$ cat config.mk
export PLATFORM = sky130hd
export DESIGN_NAME = cr_kme_fifo_tx_packer
export DESIGN_NICKNAME = d
export VERILOG_FILES = /design/src/rtl/cr_kme_fifo_tx_packer.sv
export SDC_FILE = /design/constraint.sdc
export NUM_CORES = 1
export LEC_CHECK = 0
export BUFFER_PORTS_ARGS = -buffer_cell sky130_fd_sc_hd__clkbuf_2
export CELL_PAD_IN_SITES_DETAIL_PLACEMENT = 1
export CELL_PAD_IN_SITES_GLOBAL_PLACEMENT = 2
export CORE_ASPECT_RATIO = 1.5
export CORE_UTILIZATION = 36
export DETAILED_ROUTE_END_ITERATION = 8
export HOLD_SLACK_MARGIN = 0.1
export MAX_ROUTING_LAYER = met4
export PLACE_DENSITY = 0.87
export SLEW_MARGIN = 20
export SYNTH_ARGS = -nofsm -noshare
export SYNTH_HDL_FRONTEND = slang
export SYNTH_SLANG_ARGS = --single-unit
$ cat constraint.sdc
create_clock -name clk -period 2.63 [get_ports clk]
set_input_delay 0.263 -clock clk [delete_from_list [all_inputs] [get_ports clk]]
set_output_delay 0.263 -clock clk [all_outputs]
set_load 0.01 [all_outputs]
$ cat src/rtl/cr_kme_fifo_tx_packer.sv
// -----------------------------------------------------------------------------
// cr_kme_fifo_tx_packer
//
// Write-side feeder for the KME 83-bit stall-based FIFO. Two 32-bit input beats
// are packed into one 64-bit entry laid out as
//   {tag[8:0], sop, eop, bmask[7:0], data[63:0]}
// and presented to the FIFO from a single-entry holding register. The FIFO
// write port has no back-pressure beyond fifo_in_stall, so a write is only
// issued while fifo_in_stall is low; an entry is retired the cycle it is
// written.
//
// Parameters
//   CNT_W          width of the saturating emitted-packet counter
//
// Ports
//   clk            clock
//   rst_n          asynchronous active-low reset
//   s_valid        input beat valid
//   s_ready        input beat accepted when s_valid & s_ready
//   s_data         beat data, byte 0 in [7:0]
//   s_sop          first beat of packet; s_tag sampled on this beat
//   s_eop          last beat of packet
//   s_bytes        valid bytes on eop beat (0 = 4, 1..3 = 1..3)
//   s_tag          packet tag
//   fifo_in        entry to FIFO (driven from the holding register)
//   fifo_in_valid  FIFO write enable
//   fifo_in_stall  FIFO full; no write permitted this cycle
//   pkt_err        one-cycle pulse on protocol violation
//   pkt_cnt        packets whose eop entry has been written (saturating)
// -----------------------------------------------------------------------------
module cr_kme_fifo_tx_packer #(
    parameter int unsigned CNT_W = 16
) (
    input  logic             clk,
    input  logic             rst_n,
    input  logic             s_valid,
    output logic             s_ready,
    input  logic [31:0]      s_data,
    input  logic             s_sop,
    input  logic             s_eop,
    input  logic [1:0]       s_bytes,
    input  logic [8:0]       s_tag,
    output logic [82:0]      fifo_in,
    output logic             fifo_in_valid,
    input  logic             fifo_in_stall,
    output logic             pkt_err,
    output logic [CNT_W-1:0] pkt_cnt
);

    // Packer states: outside a packet, expecting the low half of an entry,
    // or holding the low half and expecting the high half.
    localparam logic [1:0] ST_IDLE = 2'd0;
    localparam logic [1:0] ST_LO   = 2'd1;
    localparam logic [1:0] ST_HI   = 2'd2;

    // Bit position of the eop flag inside an entry.
    localparam int unsigned EOP_BIT = 72;

    logic [1:0]       state_q,    state_d;
    logic [31:0]      acc_data_q, acc_data_d;
    logic [3:0]       acc_mask_q, acc_mask_d;
    logic [8:0]       tag_q,      tag_d;
    logic             sop_pend_q, sop_pend_d;
    logic [82:0]      hold_q,     hold_d;
    logic             hold_vld_q, hold_vld_d;
    logic             err_q,      err_d;
    logic [CNT_W-1:0] cnt_q,      cnt_d;

    logic        accept;
    logic        drain;
    logic        emit;
    logic [82:0] entry;
    logic [2:0]  nbytes;
    logic [3:0]  beat_mask;
    logic [31:0] beat_data;

    // Holding register drains whenever it is full and the FIFO can take a
    // write; a new entry may be loaded in that same cycle.
    assign drain   = hold_vld_q & ~fifo_in_stall;
    assign s_ready = ~hold_vld_q | ~fifo_in_stall;
    assign accept  = s_valid & s_ready;

    // Byte qualification of the incoming beat: all four bytes are valid
    // unless this is the eop beat with a partial byte count.
    always_comb begin
        nbytes = 3'd4;
        if (s_eop && (s_bytes != 2'd0)) begin
            nbytes = {1'b0, s_bytes};
        end
        beat_mask = '0;
        beat_data = '0;
        for (int unsigned i = 0; i < 4; i++) begin
            beat_mask[i] = (3'(i) < nbytes);
            if (beat_mask[i]) begin
                beat_data[8*i +: 8] = s_data[8*i +: 8];
            end
        end
    end

    // Packet framing and entry assembly.
    always_comb begin
        state_d    = state_q;
        acc_data_d = acc_data_q;
        acc_mask_d = acc_mask_q;
        tag_d      = tag_q;
        sop_pend_d = sop_pend_q;
        err_d      = 1'b0;
        emit       = 1'b0;
        entry      = '0;

        if (accept) begin
            if (s_sop) begin
                // A sop inside a packet abandons the held low half and
                // restarts framing from this beat.
                err_d = (state_q != ST_IDLE);
                tag_d = s_tag;
                if (s_eop) begin
                    emit       = 1'b1;
                    entry      = {s_tag, 1'b1, 1'b1, 4'h0, beat_mask,
                                  32'h0, beat_data};
                    sop_pend_d = 1'b0;
                    state_d    = ST_IDLE;
                end else begin
                    acc_data_d = beat_data;
                    acc_mask_d = beat_mask;
                    sop_pend_d = 1'b1;
                    state_d    = ST_HI;
                end
            end else begin
                case (state_q)
                    ST_HI: begin
                        emit       = 1'b1;
                        entry      = {tag_q, sop_pend_q, s_eop,
                                      beat_mask, acc_mask_q,
                                      beat_data, acc_data_q};
                        sop_pend_d = 1'b0;
                        state_d    = s_eop ? ST_IDLE : ST_LO;
                    end
                    ST_LO: begin
                        if (s_eop) begin
                            // Packet ends on a low half: upper half is empty.
                            emit       = 1'b1;
                            entry      = {tag_q, sop_pend_q, 1'b1,
                                          4'h0, beat_mask,
                                          32'h0, beat_data};
                            sop_pend_d = 1'b0;
                            state_d    = ST_IDLE;
                        end else begin
                            acc_data_d = beat_data;
                            acc_mask_d = beat_mask;
                            state_d    = ST_HI;
                        end
                    end
                    default: begin
                        // Data beat outside a packet is dropped.
                        err_d = 1'b1;
                    end
                endcase
            end
        end
    end

    // Holding register and packet counter. A load can never land on an
    // undrained entry because accept already requires s_ready.
    always_comb begin
        hold_vld_d = emit | (hold_vld_q & ~drain);
        hold_d     = emit ? entry : hold_q;
        cnt_d      = cnt_q;
        if (drain && hold_q[EOP_BIT] && (cnt_q != '1)) begin
            cnt_d = cnt_q + CNT_W'(1);
        end
    end

    always_ff @(posedge clk or negedge rst_n) begin
        if (!rst_n) begin
            state_q    <= ST_IDLE;
            acc_data_q <= '0;
            acc_mask_q <= '0;
            tag_q      <= '0;
            sop_pend_q <= 1'b0;
            hold_q     <= '0;
            hold_vld_q <= 1'b0;
            err_q      <= 1'b0;
            cnt_q      <= '0;
        end else begin
            state_q    <= state_d;
            acc_data_q <= acc_data_d;
            acc_mask_q <= acc_mask_d;
            tag_q      <= tag_d;
            sop_pend_q <= sop_pend_d;
            hold_q     <= hold_d;
            hold_vld_q <= hold_vld_d;
            err_q      <= err_d;
            cnt_q      <= cnt_d;
        end
    end

    assign fifo_in       = hold_q;
    assign fifo_in_valid = drain;
    assign pkt_err       = err_q;
    assign pkt_cnt       = cnt_q;

endmodule

Word-level counts from Yosys, hierarchy flattened
Cells that the tools add are included.

Bits in registers: 149. Word-level logic and storage cells: 69.

Add/subtract/negate cells: 1. Order comparisons: 4. Eq/ne operators: 4. Mux-type cells: 31. Bitwise gates (word level): 8. Reductions and logical operators: 12.

Operators with widths (count): $mux 83 (4); $pmux 83 s2 (1); $mux 32 (3); $mux 8 (4); $add 16x1->16 const B (1); $ne 16x16->1 const B (1); $mux 4 (3); $mux 1 (10); $lt 1x3->1 const A (2); $lt 2x3->1 const A (2); $reduce_and 2->1 (3); $reduce_bool 2->1 (3); $mux 2 (2); $pmux 1 s2 (2); $pmux 2 s2 (1); $and 1x1->1 (3); $logic_and 1x1->1 (3); $mux 3 (1); $ne 3x3->1 const B (1); $not 1->1 (3); $reduce_and 3->1 (1); $reduce_bool 3->1 (1); $eq 2x1->1 const B (1); $eq 2x2->1 const B (1); 2 further kinds (3).

Logic depth before layout (Yosys ltp)
Gate-level depths: netlist (run 1).

Word-level depth: 9. Mapped depth: 10. Gate-level depth less buffers: 6.

Least setup slack after synthesis (run 1)
OpenSTA, ideal clock, no wires.

Path type: reg-to-reg. Start point: reg state_q[1]. End point: reg hold_q[24] (netlist: fifo_in[24]). Arrival time: 1673 ps. Data required time: 2500 ps. Setup slack: 827 ps. Stages on the path, launching flop included: 10. Path through: dfrtp_1 > inv_1 > ha_1 > buf_2 > a211o_1 > o211ai_1 > buf_2 > buf_4 > buf_2 > a21oi_1.

Cells in the longest elaborated chain, start to end: 4. Elaborated cells on any way between the ends: 8. Classes of those cells: 2 x eq/ne; 6 x mux.

RTL lines: from (decl) (line 59) `logic [1:0] state_q, state_d;`; from (signal assigned) (line 186) `state_q <= state_d;`; $eq 2x1->1 or $eq 2x2->1 (tied branches) (line 130) `case (state_q)`; $pmux 83 s2 or $pmux 1 s2 (tied branches) (line 130); $mux 83 or $mux 1 (tied branches) (line 112) `if (s_sop) begin`; $mux 83 or $mux 1 (tied branches) (line 111) `if (accept) begin`; to (signal assigned) (line 191) `hold_q <= hold_d;`; to (decl) (line 64) `logic [82:0] hold_q, hold_d;`.

Several ways; a longest one is shown, not always the timed one. A chain may end at the register's enable or synchronous reset.

Worst setup path after layout (run 1)
Start point: reg state_q[0]. End point: reg hold_q[8] (netlist: fifo_in[8]).

The elaborated chain is that of the path after synthesis.

==> impl_metrics.yaml, run 1 <==
floorplan:
  die_area_sq_um: 17800
  dieWidth_microns: 109.3
  ioPinCount: 151
  start_util_pct: 36.91
  die_h_microns: 162.9
  rows: 58
  core_region_area_sq_um: 16840
global_route:
  grt_pass1_vias: 5652
  grt_first_pass_wirelength_microns: 29460
  gr-usage-all-layers_pct: 22.21
  grt_overflow: 0
  grt_max_degree: 78
  antenna_found_initial: 0
run_status:
  status: "completed"
power:
  clkPwrFrac_pct: 33.2
  fin_total_pwr_mw: 7.732
  combPwrFrac_pct: 23.9
  seq_power_share_pct: 42.9
  p_int_mw: 5.338
  switching_share_pct: 30.96
  p_leak_nw: 4.207
  power.density_nw_per_um2: 947.7
  power_switching_mw: 2.394
  ir_worst_vdd_mv: 0.3641
synthesis:
  ys_seq_area_share_pct: 60.01
  netlist-cell-type-count: 49
  async_flop_share_pct: 100.0
  syn_nets: 628
  syn-cell-area_sq_um: 6213
  syn_avg_cell_area_sq_um: 10.81
  yosys.area.top_type: "dfrtp_1"
  yosysTopAreaCellShare_pct: 60.01
  synth_edf_count: 0
  ys.flop_type: "dfrtp_1"
  synthCells: 575
  synth_area_leaders: "dfrtp_1 (60%), nand2_1 (8.0%), a22o_1 (4.5%)"
  yosys_register_bits: 149
  yosysWarnings: 0
finish:
  nNetsFinal: 809
  fillers: 1910
  area_growth_syn_to_layout_pct: 31.31
  drive_gt1_share_pct: 28.13
  stdcell_area_sq_um: 8159
  num_antenna_cells: 0
timing:
  maxSlewHeadroom_pct: 50.72
  finalCriticalPeriod_ps: 2299
  max_slew.worst_pin.slew_ps: 737.7
  rsz0062_at_grt: "no"
  hold_violations: 0
  fin_ws_ps: 331.4
  setup_tns_ps: 0
  setup_viol: 0
  fmax_mhz: 435.0
  post-route-period-util_pct: 87.40
  final_max_slew_viol_count: 0
  clock_skew_ps: 4.775
drt:
  vias: 5184
  drt_iter0_drc: 177
  drtAntennaViolNets: 0
  totalWireLength_microns: 18030
  routedWlPerCell_microns: 18.43
  via_per_inst: 5.301
  dr.pass1.iters: 4
  drcViolationCount: 0
cts:
  clock_path_buffers: 2
  cts_buffers: 17
  h-tree-depth: 4
  clk_latency_ps: 420
  cts_sinks: 149
  cts.clk_slew.worst_paths_ps: 60
  cts_tree: "done"
  cts_resized: 0
  root_buffer: "clkbuf_16"
worst_setup_path:
  crit_required_ps: 2880
  critPathLaunchType: "flop"
  cp_max_fo: 9
  crit_path_cell_trace: "inv_1 -> ha_1 -> nor2b_1 -> o211ai_1 -> o21bai_1 -> o21ai_0"
  crit_path_top_delay_cell: "o211ai_1"
  reg2reg_slack_ps: 330
  worstSetupPathType: "flop to flop"
  crit_path_end_kind: "flop"
  max_stage_delay_ps: 490
  crit_arrival_ps: 2550
min_path:
  hp-class: "input pin to flop"
run:
  maxCapViolCount: 0
place:
  dpl.hpwl_microns: 12430
  io_buffers: 150
  dpl-instance-area_sq_um: 7219
  pre_cts_slack_ps: 369.0
  place.gp.congestion: 0.8428
==> worst max-delay path, delay by kind of cell, from the launching register on <==
kind / cells / cell delay (ps)
buffers and inverters: 1 / 70
AOI/OAI and AO/OA: 3 / 1180
adders and majority gates: 1 / 300
and+or+nand+nor: 1 / 190
DFF: 1 / 370
==> cell usage in the layout, fill, tap and decap left out, drive strengths merged, types with 2 or more instances in the layout <==
cell type,Yosys,layout
a211oi,2,2
clkinvlp,0,3
xor2,14,14
o21ai,39,39
and3,3,3
mux2,11,11
inv,15,15
o21bai,2,2
nand3,18,18
nor2b,5,5
dfrtp,149,149
ha,4,4
nor3b,2,2
a221oi,8,8
a22oi,34,34
o21a,2,2
buf,24,16
a21oi,14,14
nand4b,2,2
nand2b,3,3
nand4,7,7
clkbuf,10,173
dlygate4sd3,0,31
and2,4,4
a22o,32,32
nand2,132,132
nor2,8,8
a21o,5,5
nor3,10,10
bufinv,0,3
nor4,3,3
==> final cells by class <==
cell class / instances / area, sq um / area share (%)
Timing Repair Buffer: 196 / 1205 / 14.77
Tap cell: 210 / 262.8 / 3.220
Inverter: 15 / 56.30 / 0.6901
Clock buffer: 24 / 511.7 / 6.272
Clock inverter: 7 / 117.6 / 1.441
Sequential cell: 149 / 3729 / 45.70
Multi-Input combinational cell: 377 / 2277 / 27.91
==> through the flow <==
stage | hold WS, ps | std cells | utilization (%)
after floorplan | -32.59 | 575 | -
final | 112.2 | 978 | 48.46
after global placement | 339.8 | 916 | 42.88
after CTS | 100.6 | 978 | 48.46
after global routing | 115.1 | 978 | 48.46
after detailed placement | 346.6 | 916 | 42.88
==> power by group through the flow <==
stage          logic [mW]  clock network [mW]  registers (mW)
5_1_grt              2.06                2.71            3.39
6_report             1.85                2.57            3.32
4_1_cts              1.88                2.62            3.32
3_5_place_dp         1.83                   0            3.35
2_1_floorplan       0.752                   0            3.48
3_3_place_gp         1.74                   0            3.31
==> routing by layer <==
metal | vias up | GRT usage, % | routed length (microns)
met5 | - | - | 0
met4 | 0 | 9.152 | 420
met3 | 30 | 3.721 | 638
met2 | 114 | 38.36 | 9831
met1 | 2652 | 25.12 | 7137
li1 | 2388 | - | -
==> Yosys cell counts (2+ instances only) <==
master	n
a21oi_1	14
buf_1	3
a22o_1	32
nand4_2	2
a211oi_1	2
dfrtp_1	149
a21o_1	5
o21a_1	2
o21bai_1	2
o21ai_0	37
xor2_1	14
nor2b_1	5
nor4_1	2
o21ai_1	2
nor3_1	10
nor2_1	7
nand3_1	18
mux2_2	10
nand2b_1	3
a221oi_1	8
buf_2	19
nand2_1	132
buf_4	2
and3_1	3
inv_1	15
and2_1	4
nand4_1	5
a22oi_1	34
clkbuf_1	10
nand4b_1	2
ha_1	4
==> sequential cells by signal, summed over array words and instances (netlist names) <==
| register | cells |
|---|---|
| state_q | 2 |
| pkt_err | 1 |
| acc_data_q | 32 |
| pkt_cnt | 16 |
| acc_mask_q | 4 |
| tag_q | 9 |
| hold_vld_q | 1 |
| fifo_in | 83 |
| sop_pend_q | 1 |
==> worst paths after layout <==
path | from | to | depth (start not counted)
min in group asynchronous | rst_n | pkt_cnt[5] | 2
worst min-delay path | s_data[11] | acc_data_q[11] | 3
worst max register to register | state_q[0] | fifo_in[8] | 6
max in group asynchronous | rst_n | acc_data_q[14] | 3
worst min register to register | acc_mask_q[2] | acc_mask_q[2] | 1
worst max-delay path | state_q[0] | fifo_in[8] | 6
==> cell families after synthesis <==
group	share of synthesized area, %
xor+xnor	2.114
simple gates	14.80
buf+inv	3.463
fa+ha+maj	0.8055
flops	60.01
compound gates	16.75
mux	2.054
==> repair_timing <==
action | 4_1_cts | 5_1_grt
setup buffers | 0 | 0
hold buffers | 31 | 0
setup endpoints to repair | 0 | 0
hold endpoints to repair | 109 | 0
Power figures use the tool's default switching activity.
==> inputs of run 2 (changes only) <==
--- a/config.mk
+++ b/config.mk
@@ -14,6 +14,7 @@
 export HOLD_SLACK_MARGIN = 0.1
 export MAX_ROUTING_LAYER = met4
 export PLACE_DENSITY = 0.87
+export RECOVER_POWER = 100
 export SLEW_MARGIN = 20
 export SYNTH_ARGS = -nofsm -noshare
 export SYNTH_HDL_FRONTEND = slang
==> impl_metrics.yaml, run 2 (same netlist as run 1, synthesis figures left out) <==
floorplan:
  core_region_area_sq_um: 16840
  rows: 58
  start_util_pct: 36.91
  die_h_microns: 162.9
  ioPinCount: 151
  die_area_sq_um: 17800
  dieWidth_microns: 109.3
finish:
  multi_input_area_sq_um: 2252
  area_growth_syn_to_layout_pct: 28.25
  final_common_cell: "dfrtp_1"
  layout_common_cells: "dfrtp_1 (149), nand2_1 (132), clkbuf_1 (109)"
  num_antenna_cells: 0
  nNetsFinal: 809
  largest_reg_flops: 83
  layout.area.seq_sq_um: 3729
  drive_gt1_share_pct: 13.80
  fillers: 1958
timing:
  max_slew.worst_pin.slew_ps: 1231
  finalCriticalPeriod_ps: 2346
  whs_ps: 113.3
  fmax_mhz: 426.3
  setup_tns_ps: 0
  rsz0062_at_grt: "no"
  clock_skew_ps: 6.705
  final_max_slew_viol_count: 0
  setup_viol: 0
  hold_violations: 0
  maxSlewHeadroom_pct: 17.92
  post-route-period-util_pct: 89.20
cts:
  h-tree-depth: 4
  cts_tree: "done"
  cts_buffers: 17
  clk_latency_ps: 420
  cts_setup_buffers: 0
  clock_path_buffers: 2
  root_buffer: "clkbuf_16"
  cts_resized: 0
  cts.clk_slew.worst_paths_ps: 60
  holdBufCountCts: 31
  cts_sinks: 149
place:
  place.gp.congestion: 0.8428
  io_buffers: 150
  dpl.hpwl_microns: 12430
worst_setup_path:
  crit_arrival_ps: 2680
  reg2reg_to: "fifo_in[29]"
  crit_path_end_kind: "flop"
  worstSetupPathType: "flop to flop"
  r2r_start: "state_q[1]"
  reg2reg_slack_ps: 280
  max_stage_delay_ps: 650
  crit_required_ps: 2970
  worst-r2r-cell-count: 6
  crit_path_cell_trace: "inv_1 -> ha_1 -> o21a_1 -> nor3b_2 -> a221oi_1 -> a21oi_1"
  crit_path_top_delay_cell: "nor3b_2"
  cp_max_fo: 9
  critPathLaunchType: "flop"
min_path:
  hold_depth: 3
  hold_end: "acc_data_q[11]"
  hp-class: "input pin to flop"
  min-delay-start: "s_data[11]"
global_route:
  grt_first_pass_wirelength_microns: 29460
  grt_max_degree: 78
  grt_overflow: 0
  grt_pass1_vias: 5652
  gr-usage-all-layers_pct: 22.21
  antenna_found_initial: 0
power:
  seq_power_share_pct: 43.6
  power_switching_mw: 2.396
  p_leak_nw: 3.823
  power.density_nw_per_um2: 954.2
  switching_share_pct: 31.51
  p_int_mw: 5.208
  ir_worst_vdd_mv: 0.3561
  combPwrFrac_pct: 22.6
  clkPwrFrac_pct: 33.8
drt:
  via_per_inst: 5.301
  dr.pass1.iters: 4
  drcViolationCount: 0
  totalWireLength_microns: 18080
  drtAntennaViolNets: 0
  vias: 5184
  drt_iter0_drc: 179
  routedWlPerCell_microns: 18.48
run:
  maxCapViolCount: 0
run_status:
  status: "completed"
==> run 2: cell count changes in the layout (fill, tap and decap cells not counted), sizes merged <==
cell    previous run  this run
clkbuf           173       180
buf               16         9
==> run 2: per-layer routing <==
layer / wire length [microns] / global-route usage [%] / vias to the layer above
li1: - / - / 2388
met1: 7243 / 25.12 / 2649
met2: 9798 / 38.36 / 114
met3: 598 / 3.721 / 33
met4: 435 / 9.152 / 0
met5: 0 / - / -
==> run 2: power by group through the flow <==
stage / logic (mW) / clock network (mW) / registers, mW
2_1_floorplan: 0.752 / 0 / 3.48
4_1_cts: 1.88 / 2.62 / 3.32
5_1_grt: 1.93 / 2.71 / 3.39
3_5_place_dp: 1.83 / 0 / 3.35
6_report: 1.72 / 2.57 / 3.31
3_3_place_gp: 1.74 / 0 / 3.31
==> run 2: metrics by stage <==
stage	instances	area, sq um	power [mW]	utilization, %	setup slack (ps)
2_1_floorplan	575	6213	4.233	-	827.0
6_report	978	7969	7.604	47.33	284.2
4_1_cts	978	8159	7.820	48.46	319.3
3_3_place_gp	916	7219	5.057	42.88	550.9
5_1_grt	978	7969	8.024	47.33	104.7
3_5_place_dp	916	7219	5.181	42.88	369.0
==> run 2: worst max path at each step <==
stage / endpoint / start / slack [ps]
finish: fifo_in[29] / state_q[1] / 280
global route: fifo_in[29] / state_q[1] / 100
CTS: fifo_in[29] / state_q[0] / 320
detailed placement: fifo_in[29] / state_q[0] / 370
global placement: fifo_in[8] / state_q[0] / 550
floorplan: fifo_in[24] / state_q[1] / 830
==> run 2: layout make-up <==
type / count / area share, %
clock inverters: 7 / 1.476
well taps: 210 / 3.297
flip-flops and latches: 149 / 46.79
inverters: 15 / 0.7065
clock buffers: 24 / 6.422
repair buffers: 196 / 13.05
multi-input cells: 377 / 28.26
==> run 2: worst max-delay path: cells and delay by family, from the launching register on <==
kind,cells,cell delay [ps]
AOI/OAI and AO/OA,3,810
and+or+nand+nor,1,650
DFF,1,400
buffers and inverters,1,90
adders and majority gates,1,320
==> inputs of run 3 (changes only) <==
--- a/config.mk
+++ b/config.mk
@@ -14,7 +14,7 @@
 export HOLD_SLACK_MARGIN = 0.1
 export MAX_ROUTING_LAYER = met4
 export PLACE_DENSITY = 0.87
-export RECOVER_POWER = 100
+export RECOVER_POWER = 25
 export SLEW_MARGIN = 20
 export SYNTH_ARGS = -nofsm -noshare
 export SYNTH_HDL_FRONTEND = slang
==> impl_metrics.yaml, run 3 (same netlist as run 1, synthesis figures left out) <==
timing:
  setup_viol: 0
  finalCriticalPeriod_ps: 2286
  max_slew.worst_pin.slew_ps: 723.9
  hold_violations: 0
  clock_skew_ps: 7.521
  final_max_slew_viol_count: 0
  fmax_mhz: 437.5
  maxSlewHeadroom_pct: 51.64
  post-route-period-util_pct: 86.91
  whs_ps: 113.9
  rsz0062_at_grt: "no"
  setup_tns_ps: 0
drt:
  routed.top_layer: "met4"
  dr.pass1.iters: 4
  totalWireLength_microns: 18000
  drtAntennaViolNets: 0
  routedWlPerCell_microns: 18.41
  met1_length_microns: 7168
  dr_wl_met3_microns: 619
  wl_met2_microns: 9808
  drcViolationCount: 0
  drt_iter0_drc: 183
  via_per_inst: 5.308
  vias: 5191
worst_setup_path:
  worstSetupPathType: "flop to flop"
  crit_arrival_ps: 2540
  crit_required_ps: 2880
  crit_path_end_kind: "flop"
  crit_buf_inv: 1
  crit_path_cell_trace: "inv_1 -> ha_1 -> nor2b_1 -> o211ai_1 -> o21bai_1 -> o21ai_0"
  cp_max_fo: 9
  critPathTopFamily: "compound AO/OA/AOI/OAI gates"
  crit_path_top_delay_cell: "o211ai_1"
  max_stage_delay_ps: 490
  critPathLaunchType: "flop"
finish:
  layout_common_cells: "dfrtp_1 (149), nand2_1 (132), clkbuf_2 (123)"
  area_growth_syn_to_layout_pct: 30.79
  num_antenna_cells: 0
  drive_gt1_share_pct: 24.74
  final_common_cell: "dfrtp_1"
  largest_reg_flops: 83
  nNetsFinal: 809
floorplan:
  die_h_microns: 162.9
  rows: 58
  start_util_pct: 36.91
  die_area_sq_um: 17800
  core_region_area_sq_um: 16840
  dieWidth_microns: 109.3
  ioPinCount: 151
global_route:
  grt_first_pass_wirelength_microns: 29460
  grt_overflow: 0
  grt_max_degree: 78
  gr-usage-all-layers_pct: 22.21
  antenna_found_initial: 0
  grt_pass1_vias: 5652
place:
  io_buffers: 150
  dpl.hpwl_microns: 12430
  place.gp.congestion: 0.8428
cts:
  root_buffer: "clkbuf_16"
  holdBufCountCts: 31
  cts_setup_buffers: 0
  clock_path_buffers: 2
  cts.clk_slew.worst_paths_ps: 60
  cts_resized: 0
  h-tree-depth: 4
  cts_tree: "done"
  clk_latency_ps: 420
  cts_buffers: 17
  cts_sinks: 149
run_status:
  status: "completed"
power:
  fin_total_pwr_mw: 7.702
  power.density_nw_per_um2: 947.7
  ir_worst_vdd_mv: 0.3578
  p_leak_nw: 4.121
run:
  maxCapViolCount: 0
min_path:
  hp-class: "input pin to flop"
## run 3: final cells by class
| cell class | count | area [sq um] |
|---|---|---|
| Clock buffer | 24 | 511.7 |
| Clock inverter | 7 | 117.6 |
| Multi-Input combinational cell | 377 | 2277 |
| Tap cell | 210 | 262.8 |
| Inverter | 15 | 56.30 |
| Timing Repair Buffer | 196 | 1172 |
| Sequential cell | 149 | 3729 |
| Fill cell | 1923 | 8710 |
## run 3: final timing paths
| check | from | cells past startpoint | to | slack (ps) |
|---|---|---|---|---|
| setup / recovery | state_q[0] | 6 | fifo_in[8] | 340 |
| hold / removal | s_data[11] | 3 | acc_data_q[11] | 110 |
| setup reg to reg | state_q[0] | 6 | fifo_in[8] | 340 |
| hold reg to reg | acc_mask_q[2] | 1 | acc_mask_q[2] | 470 |
| max in group asynchronous | rst_n | 3 | acc_data_q[14] | 1400 |
| min in group asynchronous | rst_n | 2 | pkt_cnt[5] | 430 |
## run 3: report_power, final
part	switching [mW]	internal, mW
clock	0.931	1.64
combinational	1.07	0.752
sequential	0.399	2.92
total	2.40	5.31
## run 3: tightest hold or removal path, stage by stage
cell and delay [ps]:
clkbuf_2 110, nand3_1 70, nand2_1 50
## run 3: metal layers
metal | vias to the layer above | GRT usage [%]
met1 | 2663 | 25.12
met3 | 32 | 3.721
li1 | 2383 | -
met2 | 113 | 38.36
met4 | 0 | 9.152
met5 | - | -
## run 3: through the flow
step / instances / setup slack (ps) / cell area [sq um] / utilization [%]
finish: 978 / 344.2 / 8127 / 48.27
detailed placement: 916 / 369.0 / 7219 / 42.88
global route: 978 / 188.4 / 8127 / 48.27
floorplan: 575 / 827.0 / 6213 / -
CTS: 978 / 319.3 / 8159 / 48.46
global placement: 916 / 550.9 / 7219 / 42.88
